==> src/rtl/fir_pkg.sv <==
// Shared FIR constants: widths, tap count, controller states and the quantized coefficient set.
package fir_pkg;

  localparam int IN_WIDTH   = 16;
  localparam int COEF_WIDTH = 16;
  localparam int TAPS       = 64;
  localparam int OUT_WIDTH  = IN_WIDTH + COEF_WIDTH + $clog2(TAPS);

  typedef enum logic [1:0] {
    IDLE = 2'd0,
    MAC  = 2'd1,
    DONE = 2'd2
  } state_t;

  // h[0] first; the main lobe sits at taps 31/32.
  localparam logic signed [COEF_WIDTH-1:0] COEFFS [TAPS] = '{
    16'sd12,     -16'sd25,    -16'sd41,    16'sd30,     16'sd88,     16'sd17,     -16'sd120,   -16'sd160,
    16'sd45,     16'sd260,    16'sd190,    -16'sd230,   -16'sd480,   -16'sd105,   16'sd520,    16'sd760,
    -16'sd18,    -16'sd990,   -16'sd1010,  16'sd420,    16'sd1800,   16'sd1130,   -16'sd1350,  -16'sd2900,
    -16'sd700,   16'sd3600,   16'sd4500,   -16'sd1200,  -16'sd8100,  -16'sd6200,  16'sd9800,   16'sd32767,
    16'sd32767,  16'sd9800,   -16'sd6200,  -16'sd8100,  -16'sd1200,  16'sd4500,   16'sd3600,   -16'sd700,
    -16'sd2900,  -16'sd1350,  16'sd1130,   16'sd1800,   16'sd420,    -16'sd1010,  -16'sd990,   -16'sd18,
    16'sd760,    16'sd520,    -16'sd105,   -16'sd480,   -16'sd230,   16'sd190,    16'sd260,    16'sd45,
    -16'sd160,   -16'sd120,   16'sd17,     16'sd88,     16'sd30,     -16'sd41,    -16'sd25,    16'sh8000
  };

endpackage

==> src/rtl/fir_mac.sv <==
// Registered signed multiply-accumulate: clear wins over enable, full-precision sum.
module fir_mac #(
  parameter int A_W   = 16,
  parameter int B_W   = 16,
  parameter int ACC_W = 38
) (
  input  logic                    clk,
  input  logic                    rst,
  input  logic                    clr,
  input  logic                    en,
  input  logic signed [A_W-1:0]   a,
  input  logic signed [B_W-1:0]   b,
  output logic signed [ACC_W-1:0] acc
);

  localparam int P_W = A_W + B_W;

  function automatic logic signed [ACC_W-1:0] sext(input logic signed [P_W-1:0] p);
    return ACC_W'(p);
  endfunction

  logic signed [P_W-1:0] prod;

  assign prod = P_W'(a) * P_W'(b);

  always_ff @(posedge clk or posedge rst) begin
    if (rst)
      acc <= '0;
    else if (clr)
      acc <= '0;
    else if (en)
      acc <= acc + sext(prod);
  end

endmodule

==> src/rtl/fir.sv <==
// Sequential single-multiplier FIR: one sample accepted per IDLE visit, one tap per cycle in MAC.
module fir
  import fir_pkg::*;
#(
  parameter int IN_WIDTH   = fir_pkg::IN_WIDTH,
  parameter int COEF_WIDTH = fir_pkg::COEF_WIDTH,
  parameter int TAPS       = fir_pkg::TAPS,
  parameter int OUT_WIDTH  = fir_pkg::OUT_WIDTH
) (
  input  logic                        clk,
  input  logic                        rst,
  input  logic signed [IN_WIDTH-1:0]  FIR_input,
  input  logic                        input_valid,
  output logic signed [OUT_WIDTH-1:0] FIR_output,
  output logic                        output_valid
);

  localparam int IDX_W = $clog2(TAPS);

  state_t state_q, state_d;
  logic [IDX_W-1:0] idx;
  logic signed [IN_WIDTH-1:0] x_dl [TAPS];
  logic signed [OUT_WIDTH-1:0] acc;
  logic accept, mac_en, load_out;

  always_ff @(posedge clk or posedge rst) begin
    if (rst)
      state_q <= IDLE;
    else
      state_q <= state_d;
  end

  always_comb begin
    state_d = state_q;
    case (state_q)
      IDLE:    if (input_valid) state_d = MAC;
      MAC:     if (idx == IDX_W'(TAPS - 1)) state_d = DONE;
      DONE:    state_d = IDLE;
      default: state_d = IDLE;
    endcase
  end

  always_comb begin
    accept   = (state_q == IDLE) && input_valid;
    mac_en   = (state_q == MAC);
    load_out = (state_q == DONE);
  end

  // Delay line only moves on accept, so it is stable for the whole MAC sweep.
  always_ff @(posedge clk or posedge rst) begin
    if (rst) begin
      for (int k = 0; k < TAPS; k++) x_dl[k] <= '0;
    end else if (accept) begin
      x_dl[0] <= FIR_input;
      for (int k = 1; k < TAPS; k++) x_dl[k] <= x_dl[k-1];
    end
  end

  always_ff @(posedge clk or posedge rst) begin
    if (rst)
      idx <= '0;
    else if (accept)
      idx <= '0;
    else if (mac_en)
      idx <= idx + 1'b1;
  end

  fir_mac #(
    .A_W   (COEF_WIDTH),
    .B_W   (IN_WIDTH),
    .ACC_W (OUT_WIDTH)
  ) u_mac (
    .clk (clk),
    .rst (rst),
    .clr (accept),
    .en  (mac_en),
    .a   (COEFFS[idx]),
    .b   (x_dl[idx]),
    .acc (acc)
  );

  // Output register holds between DONE visits; valid is a single-cycle strobe.
  always_ff @(posedge clk or posedge rst) begin
    if (rst) begin
      FIR_output   <= '0;
      output_valid <= 1'b0;
    end else begin
      output_valid <= load_out;
      if (load_out) FIR_output <= acc;
    end
  end

endmodule

==> config.mk <==
export PLATFORM = sky130hd
export DESIGN_NAME = fir
export DESIGN_NICKNAME = d
export VERILOG_FILES = /design/src/rtl/fir_pkg.sv /design/src/rtl/fir_mac.sv /design/src/rtl/fir.sv
export SDC_FILE = /design/constraint.sdc
export NUM_CORES = 2
export LEC_CHECK = 0
export CAP_MARGIN = 10
export CORE_MARGIN = 1.5
export CORE_UTILIZATION = 50
export CTS_CLUSTER_DIAMETER = 120
export DETAILED_ROUTE_END_ITERATION = 10
export PLACE_DENSITY = 0.77
export SLEW_MARGIN = 0
export SYNTH_ARGS = -nofsm -noshare
export SYNTH_HDL_FRONTEND = slang
export SYNTH_SLANG_ARGS = --single-unit
==> constraint.sdc <==
create_clock -name clk -period 75.3 [get_ports clk]
set_input_delay 15.06 -clock clk [delete_from_list [all_inputs] [get_ports clk]]
set_output_delay 15.06 -clock clk [all_outputs]
set_load 0.005 [all_outputs]
==> results.yml <==
yosys:
  synthArstFlopShare_pct: 100.0
  synth_seq_cells: 1109
  synth_area_leaders: "dfrtp_1 (44%), nand2_1 (20%), mux4_2 (12%), fa_1 (10%), ha_1 (2.5%)"
  synth_compound_area_share_pct: 2.813
  seq_area_frac_synth_pct: 44.32
  synth_ff_type: "dfrtp_1"
  synth-xor-area-share_pct: 0.5035
  synth_common_cells: "nand2_1 (3263), dfrtp_1 (1109), inv_1 (368)"
  yosysTopAreaCell: "dfrtp_1"
  synth_mux_area_share_pct: 12.80
  syn_nets: 7033
  synthSimpleGateAreaFrac_pct: 21.93
  synth_area_sq_um: 62620
  synth_cell_types: 67
  synth_top_family_by_area: "simple AND/OR/NAND/NOR gates"
  ys_warn_count: 0
  synth.most_common_cell: "nand2_1"
  synth_edf_count: 0
  yosysTopAreaCellShare_pct: 44.32
  syn_avg_cell_area_sq_um: 9.535
  synthAdderAreaFrac_pct: 12.79
  synthCells: 6567
timing:
  tightestPinTransition_ns: 1.213
  max_slew_margin_pct: 18.94
  finalSetupViolCount: 0
  fin_crit_sh_pct: 26.59
  fmax_ghz: 0.04995
  slew_viol_final: 0
  hold_viol: 0
  hold_ws_ns: 0.4746
  skew_ns: 0.03440
  period_minus_slack_ns: 20.02
  grt_setup_unrepaired: "no"
  setup_tns_ns: 0
setup_path:
  cp_data_arrival_time_ns: 20.71
  critPathKind: "in -> async"
  r2r-end: "u_mac.acc[34]"
  path_max_fanout: 152
  cp-startpoint: "rst"
  r2r-start: "idx[0]"
  worst-r2r-cell-count: 25
  crit_required_ns: 75.99
  reg2reg_setup_slack_ns: 64.03
  startpoint_type: "primary input"
  endpoint: "x_dl[141]"
  endpoint_kind: "asynchronous set/reset pin"
clock_tree:
  cts_root_buffer: "clkbuf_16"
  cts.sinks: 1109
  cts_setup_buffers: 0
  cts_tree: "done"
  cts_hold_buf: 0
  postCtsResizedCells: 0
  clk_path_buf_depth: 3
  path_clk_slew_ns: 0.06
  clock_latency_ns: 0.74
  cts-htree-levels: 3
  cts_made_buffers: 111
die:
  initial_core_util_pct: 50.51
  rows: 129
  die_y_um: 356.9
  dieArea_sq_um: 127400
  die_width_um: 356.9
  ios: 58
  core_area_sq_um: 124000
place:
  portBuffers: 57
  gp_congestion: 0.9286
  place_area_sq_um: 64140
  hpwl_um: 83710
routing:
  drc: 11
  wl_per_cell_um: 16.47
  totalWireLength_um: 134200
  via_per_inst: 5.460
  drtIter0Drc: 4790
  dr.pass1.iters: 11
  vias: 44480
  antenna_left: 0
cells_and_area:
  syn_to_final_growth_pct: 8.664
  fin_nets: 6884
  fin_util_pct: 54.89
  finalInstanceArea_sq_um: 68040
  drive_gt1_share_pct: 9.833
  num_antenna_cells: 0
run:
  cap_violations: 0
global_route:
  antenna_found_initial: 0
  grt_overflow: 0
  grt_max_degree: 240
  grt_pass1_vias: 45080
  globalRouteTotalUtil_pct: 21.86
  grt_pass1_wl_um: 229800
status:
  status: "complete, but fails checks"
  violations: "DRC"
hold_path:
  worstHoldPathType: "reg -> reg"
==> layout by cell type (no fill, tap or decap), types with 9 or more instances in the layout <==
master	instances
a21o_1	16
a21oi_1	54
mux2_2	48
o21bai_1	10
bufinv_16	10
nand3_1	24
nand2b_1	30
clkdlybuf4s50_1	57
xor2_1	12
mux2i_1	22
mux4_2	322
a211oi_1	11
nor2_1	149
clkbuf_8	33
inv_1	367
nor3_1	17
a31oi_1	15
clkinv_2	18
ha_1	125
nand2_1	3262
o21ai_0	72
buf_4	46
and2_1	18
and3_1	9
nor2b_1	26
xnor2_1	24
dfrtp_1	1104
clkbuf_16	111
clkbuf_1	18
o31ai_1	11
o211ai_1	11
fa_1	322
==> per-layer routing <==
metal  track usage (%)  vias up  wire length (um)
met1             30.93    22410             57820
li1                  -    20540                 -
met5                 0        -                 0
met3             3.296      218              8001
met4             6.068        0              2894
met2             35.42     1301             65480
==> critical path: stages <==
cell and delay, ns:
clkdlybuf4s50_1 0.49, inv_8 0.62, buf_12 0.62, buf_4 0.80, buf_4 0.88, buf_4 0.89, buf_4 0.95
==> worst min path at each step <==
stage | from | endpoint | slack, ns | cells after the start
2_1_floorplan | x_dl[0] | x_dl[0] | 0.44 | 2
3_3_place_gp | x_dl[2] | x_dl[2] | 0.45 | 2
3_5_place_dp | x_dl[9] | x_dl[9] | 0.46 | 2
4_1_cts | x_dl[686] | x_dl[670] | 0.47 | 2
5_1_grt | x_dl[8] | x_dl[8] | 0.50 | 2
6_report | x_dl[9] | x_dl[9] | 0.47 | 2
==> metrics by stage <==
stage	std cells	worst slack (ns)
3_5_place_dp	7942	54.30
4_1_cts	8146	55.07
2_1_floorplan	6567	29.01
6_report	8146	55.28
3_3_place_gp	7942	54.36
5_1_grt	8146	54.33
==> logic make-up after synthesis <==
logic type,Yosys count
adders and majority gates,447
muxes,392
buffers and inverters,746
and+or+nand+nor,3566
AOI/OAI and AO/OA,271
DFF,1109
xor gates and xnor gates,36
==> layout make-up <==
class	instances	area [sq um]
fill	10260	55920
multi-input combinational	4712	31860
sequential	1109	27770
clock buffer	162	3299
tap	1637	2048
inverter	374	1416
timing repair buffer	110	1056
clock inverter	42	599.3
==> sequential cells by signal, indices dropped and copies added (netlist names) <==
| signal | count |
|---|---|
| FIR_output | 38 |
| idx | 6 |
| output_valid | 1 |
| state_q | 2 |
| u_mac.acc | 38 |
| x_dl | 1024 |
Power is left out: the tool's default activity adds up to more than one toggle a clock period on the data nets, which glitch-free logic cannot reach.
